[src/rtl/i2c_pkg.sv]
// Shared definitions for the i2c_arbiter: FSM state encoding and master status bit positions.
// GAP exists only when I2C_ARB_RETRY_EN is defined.
package i2c_pkg;

  typedef enum logic [2:0] {
    StIdle,
    StIssue,
    StWaitBusy,
    StWaitDone,
    StComplete
`ifdef I2C_ARB_RETRY_EN
    , StGap
`endif
  } arb_state_e;

  localparam int unsigned StatBusy  = 31;
  localparam int unsigned StatAnack = 30;
  localparam int unsigned StatDnack = 29;
  localparam int unsigned StatRd    = 28;
  localparam int unsigned StatOvr   = 27;
  localparam int unsigned StatInit  = 26;

  // Completion snapshot: master status with the retry count in bits 25:24.
  function automatic logic [31:0] pack_result(input logic [31:0] status, input logic [1:0] retry);
    return {status[StatBusy], status[StatAnack], status[StatDnack], status[StatRd],
            status[StatOvr], status[StatInit], retry, status[23:0]};
  endfunction

endpackage

[src/rtl/rr_pick.sv]
// Combinational round-robin picker: the first requester after index last_i (wrapping) wins.
module rr_pick #(
  parameter int unsigned NREQ = 4
) (
  input  logic [NREQ-1:0]         req_i,
  input  logic [$clog2(NREQ)-1:0] last_i,
  output logic [NREQ-1:0]         winner_o,
  output logic [$clog2(NREQ)-1:0] idx_o,
  output logic                    any_o
);
  localparam int unsigned IdxW = $clog2(NREQ);

  always_comb begin
    logic [IdxW-1:0] cand;
    cand     = '0;
    winner_o = '0;
    idx_o    = '0;
    any_o    = 1'b0;
    for (int unsigned k = 1; k <= NREQ; k++) begin
      cand = IdxW'((32'(last_i) + k) % NREQ);
      if (!any_o && req_i[cand]) begin
        winner_o[cand] = 1'b1;
        idx_o          = cand;
        any_o          = 1'b1;
      end
    end
  end

endmodule

[src/rtl/i2c_arbiter.sv]
// Round-robin arbiter sharing one i2c_master among NREQ requesters.
// Define I2C_ARB_RETRY_EN to re-issue a transaction after an address NACK.
module i2c_arbiter
  import i2c_pkg::*;
#(
  parameter int unsigned NREQ      = 4,
  parameter int unsigned MAX_RETRY = 3,
  parameter int unsigned RETRY_GAP = 255
) (
  input  logic               sys_clock,
  input  logic               reset,
  input  logic [NREQ-1:0]    req,
  input  logic [32*NREQ-1:0] req_ctrl,
  output logic [NREQ-1:0]    grant,
  output logic [NREQ-1:0]    done,
  output logic [31:0]        result,
  output logic [31:0]        m_ctrl_data,
  output logic               m_wr_ctrl,
  input  logic [31:0]        m_status
);
  localparam int unsigned IdxW = $clog2(NREQ);

  arb_state_e      state_q, state_d;
  logic [NREQ-1:0] grant_q, grant_d;
  logic [31:0]     result_q, result_d;
  logic [31:0]     m_ctrl_data_q, m_ctrl_data_d;
  logic [31:0]     ctrl_q, ctrl_d;
  logic            m_wr_ctrl_q, m_wr_ctrl_d;
  logic [IdxW-1:0] owner_q, owner_d;
  logic [IdxW-1:0] last_q, last_d;
  logic [1:0]      retry_q, retry_d;
  logic [NREQ-1:0] pick_oh;
  logic [IdxW-1:0] pick_idx;
  logic            pick_any;
  logic            finish;
  logic            again;

`ifdef I2C_ARB_RETRY_EN
  localparam int unsigned GapW = $clog2(RETRY_GAP + 1);
  logic [GapW-1:0] gap_q, gap_d;
  logic            again_q, again_d;
  assign again = m_status[StatAnack] && (32'(retry_q) < MAX_RETRY);
`else
  logic unused_cfg;
  assign unused_cfg = ^{MAX_RETRY, RETRY_GAP};
  assign again      = 1'b0;
`endif

  rr_pick #(
    .NREQ(NREQ)
  ) u_rr_pick (
    .req_i   (req),
    .last_i  (last_q),
    .winner_o(pick_oh),
    .idx_o   (pick_idx),
    .any_o   (pick_any)
  );

  always_comb begin
    state_d       = state_q;
    grant_d       = grant_q;
    result_d      = result_q;
    m_ctrl_data_d = m_ctrl_data_q;
    m_wr_ctrl_d   = 1'b0;
    ctrl_d        = ctrl_q;
    owner_d       = owner_q;
    last_d        = last_q;
    retry_d       = retry_q;
    finish        = 1'b0;
`ifdef I2C_ARB_RETRY_EN
    gap_d         = gap_q;
    again_d       = again_q;
`endif
    unique case (state_q)
      StIdle: begin
        if (!m_status[StatBusy] && pick_any) begin
          grant_d = pick_oh;
          owner_d = pick_idx;
          ctrl_d  = req_ctrl[32*pick_idx +: 32];
          retry_d = '0;
          state_d = StIssue;
        end
      end
      StIssue: begin
        m_wr_ctrl_d   = 1'b1;
        m_ctrl_data_d = ctrl_q;
        state_d       = StWaitBusy;
      end
      StWaitBusy: if (m_status[StatBusy]) state_d = StWaitDone;
      StWaitDone: begin
        // Snapshot the status on the idle edge; a retried attempt leaves result untouched.
        if (!m_status[StatBusy]) begin
          if (!again) result_d = pack_result(m_status, retry_q);
`ifdef I2C_ARB_RETRY_EN
          again_d = again;
`endif
          state_d = StComplete;
        end
      end
`ifdef I2C_ARB_RETRY_EN
      StComplete: begin
        if (again_q) begin
          retry_d = retry_q + 1'b1;
          gap_d   = '0;
          state_d = StGap;
        end else begin
          finish = 1'b1;
        end
      end
      StGap: begin
        if (gap_q == GapW'(RETRY_GAP - 1)) state_d = StIssue;
        else gap_d = gap_q + 1'b1;
      end
`else
      StComplete: finish = 1'b1;
`endif
      default: state_d = StIdle;
    endcase
    if (finish) begin
      grant_d = '0;
      last_d  = owner_q;
      state_d = StIdle;
    end
  end

  always_ff @(posedge sys_clock or posedge reset) begin
    if (reset) begin
      state_q       <= StIdle;
      grant_q       <= '0;
      result_q      <= '0;
      m_ctrl_data_q <= '0;
      m_wr_ctrl_q   <= 1'b0;
      ctrl_q        <= '0;
      owner_q       <= '0;
      last_q        <= IdxW'(NREQ - 1);
      retry_q       <= '0;
    end else begin
      state_q       <= state_d;
      grant_q       <= grant_d;
      result_q      <= result_d;
      m_ctrl_data_q <= m_ctrl_data_d;
      m_wr_ctrl_q   <= m_wr_ctrl_d;
      ctrl_q        <= ctrl_d;
      owner_q       <= owner_d;
      last_q        <= last_d;
      retry_q       <= retry_d;
    end
  end

`ifdef I2C_ARB_RETRY_EN
  always_ff @(posedge sys_clock or posedge reset) begin
    if (reset) begin
      gap_q   <= '0;
      again_q <= 1'b0;
    end else begin
      gap_q   <= gap_d;
      again_q <= again_d;
    end
  end
`endif

  // done is high during COMPLETE so the following IDLE cycle sees a fresh request level.
  assign done        = finish ? grant_q : '0;
  assign grant       = grant_q;
  assign result      = result_q;
  assign m_ctrl_data = m_ctrl_data_q;
  assign m_wr_ctrl   = m_wr_ctrl_q;

endmodule

[config.mk]
export PLATFORM = sky130hd
export DESIGN_NAME = i2c_arbiter
export DESIGN_NICKNAME = d
export VERILOG_FILES = /design/src/rtl/i2c_pkg.sv /design/src/rtl/rr_pick.sv /design/src/rtl/i2c_arbiter.sv
export SDC_FILE = /design/constraint.sdc
export NUM_CORES = 1
export LEC_CHECK = 0
export BUFFER_PORTS_ARGS = -buffer_cell sky130_fd_sc_hd__buf_2
export CAP_MARGIN = 40
export CORE_UTILIZATION = 40
export CTS_BUF_LIST = sky130_fd_sc_hd__clkbuf_4 sky130_fd_sc_hd__clkbuf_8
export DETAILED_ROUTE_END_ITERATION = 7
export PLACE_DENSITY = 0.67
export REMOVE_ABC_BUFFERS = 1
export SYNTH_ARGS = -nofsm -noshare
export SYNTH_HDL_FRONTEND = slang
export SYNTH_SLANG_ARGS = --single-unit
[constraint.sdc]
create_clock -name sys_clock -period 6 [get_ports sys_clock]
set_input_delay 0.9 -clock sys_clock [delete_from_list [all_inputs] [get_ports sys_clock]]
set_output_delay 0.9 -clock sys_clock [all_outputs]
set_load 0.02 [all_outputs]
Yosys cells after proc, flatten, opt, wreduce, memory -nomap -nowiden
Index checks and enable logic that the tools add are counted.
{"block": "classes", "add_sub_neg": 4, "muxes": 39, "n_bitwise": 4, "eq_ne": 8, "shift": 1, "n_lt_le_gt_ge": 8, "n_reduce_logical": 19}
{"operator": "128-bit by 8-bit indexed part select with 32-bit output", "n": 1}
{"operator": "4-bit two-way mux", "n": 8}
{"operator": "3-bit one-hot mux with 5 select lines", "n": 1}
{"operator": "1-bit two-way mux", "n": 14}
{"operator": "2-bit by 3-bit less-than comparator with 1-bit output (second input constant)", "n": 4}
{"operator": "3-bit two-way mux", "n": 4}
{"operator": "4-bit OR", "n": 3}
{"operator": "3-bit != test (second input constant)", "n": 3}
{"operator": "1-bit binary-select mux with 2-bit select", "n": 4}
{"operator": "1-bit demux with 2-bit select", "n": 4}
{"operator": "2-bit by 1-bit greater-or-equal comparator with 1-bit output (second input constant)", "n": 4}
{"operator": "1-bit logical AND", "n": 8}
{"operator": "2-bit two-way mux", "n": 4}
{"operator": "3-bit by 2-bit equality test with 1-bit output (second input constant)", "n": 2}
{"operator": "2-bit AND reduction", "n": 3}
{"operator": "2-bit by 1-bit adder with 2-bit output (second input constant)", "n": 2}
{"operator": "2-bit adder (second input constant)", "n": 2}
{"operator": "1-bit logical NOT", "n": 4}
{"operator": "4-bit AND reduction", "n": 1}
{"operator": "2-bit nonzero test", "n": 2}
{"operator": "3-bit by 1-bit equality test with 1-bit output (second input constant)", "n": 1}
{"operator": "3-bit equality test (second input constant)", "n": 1}
{"operator": "3-bit logical NOT", "n": 1}
{"operator": "2-bit != test (second input constant)", "n": 1}
{"operator": "1-bit inverter", "n": 1}
{"block": "totals", "out_inout_bits": 73, "regBits": 105, "input_bits": 166}

Depth between registers and ports, before layout
Gate-level depths: netlist of the first run.
{"block": "logic_depth", "depth_word": 17, "mapped_depth": 15, "mapped_depth_nobuf": 8}

Cells and area by module
From an unflattened synthesis of the first run, not the netlist that was laid out.
{"block": "unflattened", "hier_cells": 349, "hier_area_um2": 5464.0}
{"mod": "i2c_arbiter", "area_each_um2": 4938.5, "n_inst": 1, "cells_each": 281, "seq_area_each_um2": 2630.0}
{"mod": "rr_pick", "area_each_um2": 525.5, "n_inst": 1, "cells_each": 68, "seq_area_each_um2": 0.0}

Least setup slack after synthesis of the first run
OpenSTA, ideal clock, no wires.
{"block": "synth_path", "path_kind": "reg2reg", "from": "reg last_q[0]", "to": "reg ctrl_q[0]", "slack_ns": 2.474, "stages_incl_launch_ff": 16, "n_path_buf": 7, "setup_ns": 0.133, "t_arrival_ns": 3.393, "synth_period_minus_slack_ns": 3.526, "cell_sequence": "dfstp_2 buf_6 clkbuf_1 inv_1 clkbuf_1 ha_1 clkbuf_1 mux4_2 buf_6 nor3_1 nand3_1 and2_1 buf_6 buf_6 a41oi_2 o211ai_1"}
{"block": "synth_between", "elab_chain_len": 15, "word_cells_on_any_way": 29, "classes_between": "add/sub (4); shift (1); mux (16); reduce/logical (8)"}
{"item": "start, declared", "line_no": "i2c_arbiter.sv:30", "rtl": "logic [IdxW-1:0] last_q, last_d;"}
{"item": "start signal, assigned", "line_no": "i2c_arbiter.sv:135", "rtl": "last_q <= IdxW'(NREQ - 1);"}
{"item": "start signal, assigned", "line_no": "i2c_arbiter.sv:145", "rtl": "last_q <= last_d;"}
{"item": "branches (longest 15 deep; another with 2-bit by 1-bit adder with 2-bit output)"}
{"item": "end signal, assigned", "line_no": "i2c_arbiter.sv:143", "rtl": "ctrl_q <= ctrl_d;"}
{"item": "end, declared", "line_no": "i2c_arbiter.sv:27", "rtl": "logic [31:0] ctrl_q, ctrl_d;"}
Parallel ways; which one is timed is not known. The select of a mux whose other input is x is not followed.
A chain may end at the register's enable or synchronous reset.

Worst setup path in the final report of the first run
{"block": "layout_path", "from": "reg last_q[0]", "to": "reg ctrl_q[25]"}
The elaborated chain is that of the path after synthesis.

==> impl_metrics.tcl, run 1 <==
set metrics [dict create \
    status "completed" \
    gr-total-overflow 0 \
    postSynthAreaPerCell_um2 9.37 \
    antenna_found_initial 0 \
    dp_hpwl_mm 13.6 \
    reg2reg_setup_slack_ns 1.64 \
    synthCells 705 \
    dr.pass1.iters 5 \
    required_ns 6.27 \
    pin_count 239 \
    io_buffer_count 233 \
    rsz0062_at_grt "no" \
    yosysWarnings 0 \
    start_kind "register" \
    irDropWorstVdd_mv 0.257 \
    r2r_start "last_q[0]" \
    postCtsSetupRepairBufs 0 \
    die_y_um 131 \
    cp_slowest_cell "dfstp_2" \
    synth.area.top_cells "dfrtp_1 (39%), mux2_2 (11%), a31oi_1 (8.2%)" \
    hold_class "reg2reg" \
    cp-end-kind "register" \
    critical_path_buf_inv_count 3 \
    path_cells "inv_1, ha_1, mux4_4, buf_12, o21ai_0, a32o_2, and2_1, buf_4, nor3_1, o32ai_1" \
    synth_cell_types 50 \
    clockBufferDepth 2 \
    cp_max_fo 52 \
    syn_area_um2 6610 \
    powerDensity_nw_per_um2 606 \
    yosysTopAreaCellShare_pct 39.0 \
    clock_sinks 105 \
    cp_num_cells 10 \
    yosys_register_bits 105 \
    cts.clk_slew.worst_paths_ns 0.10 \
    grt_max_degree 93 \
    fin_worst_skew_ns 0.00594 \
    crit_family "flip-flops" \
    cts_tree "yes" \
    hold_viol 0 \
    worst_hold_startpoint "owner_q[1]" \
    setup_tns_ns 0 \
    nets 1059 \
    cap_viol_max_count 0 \
    slew_headroom_pct 43.1 \
    drive_gt1_share_pct 39.6 \
    whs_ns 0.490 \
    dieArea_um2 17000 \
    cts-hold-fix-buffers 0 \
    grt_pass1_vias 5892 \
    critPathMaxStageDelay_ns 0.85 \
    drc_errors 0 \
    finalWeightedCongestion 0.720 \
    grt_pass1_wl_mm 31.3 \
    startpoint "last_q[0]" \
    cts_root_buf "clkbuf_8" \
    path_class "reg2reg" \
    post-route-period-util_pct 72.6 \
    drtIter0Drc 475 \
    drv_slew 0 \
    antenna_left 0 \
    initial_core_util_pct 41.3 \
    wire_per_inst_um 18.6 \
    max_freq_mhz 230 \
    final_cell_mix "buf_2 (233), dfrtp_1 (103), a31oi_1 (87)" \
    std_cell_rows 46 \
    setup_viol 0 \
    die_w_um 131 \
    final_common_cell "buf_2" \
    vias 6490 \
    core_um2 16000 \
    grt.total_usage_pct 23.9 \
    power_leakage_nw 3.41 \
    wl_mm 20.5 \
    final.min_clock_period_ns 4.36 \
    ys_seq_area_share_pct 39.8 \
    antenna_cells 0 \
    numCtsBuffers 9 \
    cp.arrival_ns 4.63 \
    viasPerCell 5.87 \
    clock_latency_ns 0.37 \
    min_path_cells 2 \
    synth_area_leader_cell "dfrtp_1" \
    area_growth_pct 22.4 \
    htreeDepth 3 \
    worst_pin_slew_ns 0.854 \
    reg2reg_depth 10 \
    ctsResizeCount 0 \
]
[sequential cells by signal (all words and copies together), names as in the netlist]
register,flops
ctrl_q,32
m_ctrl_data,32
result,29
grant,4
state_q,3
last_q,2
owner_q,2
m_wr_ctrl,1
[cell usage after synthesis, drive strengths merged]
library cell    n
a211oi          1
a21bo           1
a21o            1
a221oi          5
a22o            1
a22oi           5
a31oi          87
a32o            1
a41oi           1
and2            3
and3            5
and3b           1
buf            29
clkbuf         52
conb            1
dfrtp         103
dfstp           2
ha              8
inv             5
mux2           66
mux2i           2
mux4            4
nand2          42
nand2b          1
nand3          30
nor2           38
nor2b           4
nor3            5
nor3b           3
nor4           31
o2111ai        29
o211ai         32
o21ai          68
o22ai           2
o32ai           2
o41ai           1
or2            29
or3             2
or4             1
xnor2           1
[logic make-up after synthesis]
logic type      synth area share (%)
buf+inv                         6.21
simple gates                    15.3
flops                           39.8
mux                             12.9
fa+ha+maj                       1.52
compound gates                  24.0
other cells                   0.0568
xor+xnor                       0.133
[power by group]
part	switching [W]	internal [W]	leakage, nW
Clock	0.000251	0.000239	0.112
Sequential	0.000219	0.00107	1.22
Combinational	0.00194	0.00117	2.07
Total	0.00241	0.00248	3.41
[metal layers]
layer	share of wire (%)	GRT usage [%]
met3	7.4	4.03
met5	0	0
met4	1.3	8.25
met1	43	30.9
met2	48	40.4
[path summary, 6_finish.rpt]
path                              end
max                        ctrl_q[25]
min                        owner_q[1]
max reg2reg                ctrl_q[25]
min reg2reg                owner_q[1]
max in group asynchronous  ctrl_q[27]
min in group asynchronous  ctrl_q[22]
[cell type report]
type	instances	area, µm²
Fill cell	1545	7910
Multi-Input combinational cell	516	3610
Sequential cell	105	2630
Timing Repair Buffer	248	1330
Tap cell	216	270
Clock buffer	9	124
Clock inverter	7	101
Inverter	5	21.3
[through the flow]
stage	util [%]	std cells	worst slack [ns]	cell area (µm²)	total power, W
after floorplan	-	626	-0.347	6220	0.00334
after global placement	48.7	1087	1.70	7790	0.00428
after detailed placement	49.1	1090	1.62	7860	0.00443
after CTS	50.5	1106	1.59	8090	0.00493
after global routing	50.5	1106	1.35	8090	0.00530
final	50.5	1106	1.64	8090	0.00490
[worst reg2reg max path: cells and delay by family (launching register included)]
kind,cells,cell delay [ns]
and+or+nand+nor,2,0.73
adders and majority gates,1,0.46
muxes,1,0.77
buffers and inverters,3,0.81
DFF,1,0.85
AOI/OAI and AO/OA,3,0.64
Power figures use the tool's default switching activity.
==> inputs of run 2 (changes only) <==
- ABC_AREA: default -> 1
- PLACE_DENSITY: 0.67 -> 0.7
- clock period: 6 -> 3.78 ns (I/O delays scaled with it)
==> run 2 against run 1 <==
Effect of this change: clock power rose by 48%; largest cell class unchanged; highest routed layer unchanged; fmax is 36% higher; critical path depth up 4; core utilization rose by 0.29 points; routed wire length is 18% lower; cell area fell by 4.4%; combinational power increased by 72%; worst hold slack worse by 0.17 ns; non-clock buffer count decreased by 1; setup slack worse by 1.1 ns; clock skew is essentially flat.
==> impl_metrics.tcl, run 2 <==
set metrics [dict create \
    final.min_clock_period_ns 3.19 \
    yosys_register_bits 105 \
    cap_viol_max_count 0 \
    final_common_cell "nand2_1" \
    wl_mm 16.8 \
    cts.clk_slew.worst_paths_ns 0.10 \
    post-place-ws_ns 0.565 \
    yosysTopAreaCellShare_pct 41.5 \
    async_reset_ff_share_pct 100 \
    worst_pin_slew_ns 0.832 \
    finalWeightedCongestion 0.815 \
    die_y_um 127 \
    clock_sinks 105 \
    antenna_cells 0 \
    final_cell_mix "nand2_1 (405), buf_2 (233), inv_1 (144)" \
    io_buffer_count 233 \
    max_freq_mhz 313 \
    clock_latency_ns 0.37 \
    drtIter0Drc 268 \
    drc_errors 0 \
    powerDensity_nw_per_um2 1040 \
    postSynthAreaPerCell_um2 6.78 \
    grt_pass1_vias 5733 \
    synth_area_leader_cell "dfrtp_1" \
    yosysMostFrequentCell "nand2_1" \
    status "completed" \
    drv_slew 0 \
    yosys-top-cells-count "nand2_1 (407), inv_1 (145), dfrtp_1 (103), nand3_1 (79), nand4_1 (61)" \
    fin_util_pct 50.8 \
    wire_per_inst_um 12.8 \
    area_growth_pct 24.5 \
    ys.flop_type "dfrtp_1" \
    irDropWorstVdd_mv 0.545 \
    placed_cell_area_um2 7520 \
    crit_top_cell "inv_1" \
    die_w_um 127 \
    clockBufferDepth 2 \
    cp_max_fo 42 \
    postCtsSetupRepairBufs 0 \
    path_class "reg2reg" \
    pin_count 239 \
    grt_max_degree 59 \
    numCtsBuffers 9 \
    gr-total-overflow 0 \
    nets 1296 \
    setup_viol 0 \
    yosysWarnings 0 \
    final_cells 1315 \
    initial_core_util_pct 40.8 \
    reg2reg_depth 14 \
    synth.area.top_cells "dfrtp_1 (42%), nand2_1 (25%), inv_1 (8.8%)" \
    antenna_found_initial 0 \
    power_leakage_nw 4.85 \
    cts-hold-fix-buffers 0 \
    reg2reg_setup_slack_ns 0.59 \
    timing.rr.end "ctrl_q[25]" \
    ctsResizeCount 0 \
    setup_tns_ns 0 \
    grt_pass1_wl_mm 27.3 \
    post-route-period-util_pct 84.5 \
    hold_class "in2async" \
    required_ns 4.04 \
    dp_hpwl_mm 12.0 \
    dieArea_um2 16000 \
    start_kind "register" \
    synthCells 916 \
    antenna_left 0 \
    std_cell_rows 45 \
    path_cells "inv_1, ha_1, inv_1, nand2_2, nand2_4, nor2_8, nand3_4, nand2_1, inv_1, nand2_2, buf_4, nor2_1, nand3_1, nand3_1" \
    synth_cell_types 32 \
    cp-end-kind "register" \
    critPathMaxStageDelay_ns 0.62 \
    drive_gt1_share_pct 25.3 \
    dpl.cell_count 1299 \
    dr.pass1.iters 4 \
    worst_slack_ns 0.586 \
    ys_seq_area_share_pct 42.4 \
    core_um2 15200 \
    slew_headroom_pct 44.5 \
    r2r_start "last_q[1]" \
    cp.arrival_ns 3.46 \
    grt.total_usage_pct 21.5 \
    syn_area_um2 6210 \
    cts_tree "yes" \
    hold_viol 0 \
    rsz0062_at_grt "no" \
    cp_slowest_cell "dfstp_2" \
    vias 6191 \
    fin_worst_skew_ns 0.00623 \
    stdcell_area_um2 7730 \
    viasPerCell 4.71 \
    htreeDepth 3 \
    cts_root_buf "clkbuf_8" \
    synth_edf_count 0 \
]
run 2: changes by cell type after synthesis, moves of 29 or more:
cell,delta
a31oi_1,-86
inv_1,+140
mux2_2,-66
nand2_1,+366
nand3_1,+49
nand4_1,+61
nor4_1,-30
o2111ai_1,-29
o211ai_1,-32
o21ai_0,-63
run 2: metrics by stage:
stage	hold WS, ns	power, W
after floorplan	0.449	0.00559
after global placement	0.449	0.00728
after detailed placement	0.454	0.00735
after CTS	0.335	0.00811
after global routing	0.380	0.00881
final	0.320	0.00800
run 2: critical path: cells and delay by family (launching register included):
kind                     cells  cell delay [ns]
buffers and inverters        4             0.77
AND/OR/NAND/NOR              9             1.21
flip-flops                   1             0.62
adder cells (fa/ha/maj)      1             0.44
run 2: layer usage:
layer	track usage, %	wire [µm]	vias up
met5	0	0	-
met4	6.80	166	0
met3	4.34	1450	12
met2	37.9	7960	219
met1	26.3	7260	2746
li1	-	-	3214
run 2: logic make-up (layout without fill, tap and decap cells):
group	after synthesis	after routing	synth area share, %
DFF	105	105	42.4
AOI/OAI and AO/OA	24	24	2.52
adders and majority gates	8	8	1.61
and+or+nand+nor	578	578	40.3
buffers and inverters	200	409	13.1
other	1	3	0.0604
run 2: how the worst max path moves through the flow:
stage	to	from	cells after the start
3_5_place_dp	ctrl_q[24]	last_q[1]	14
2_1_floorplan	ctrl_q[24]	last_q[0]	11
6_report	ctrl_q[25]	last_q[1]	14
3_3_place_gp	ctrl_q[24]	last_q[1]	14
5_1_grt	ctrl_q[25]	last_q[1]	14
4_1_cts	ctrl_q[24]	last_q[1]	14
run 2: where the power goes:
group / switching [W] / internal (W)
clock: 0.000379 / 0.000350
combinational: 0.00358 / 0.00179
sequential: 0.000274 / 0.00163
run 2: area by class of cell:
class	count	area (µm²)
Sequential cell	105	2630
Multi-Input combinational cell	613	2790
Clock inverter	4	51.3
Fill cell	1581	7470
Clock buffer	12	159
Timing Repair Buffer	247	1310
Tap cell	188	235
Inverter	146	553
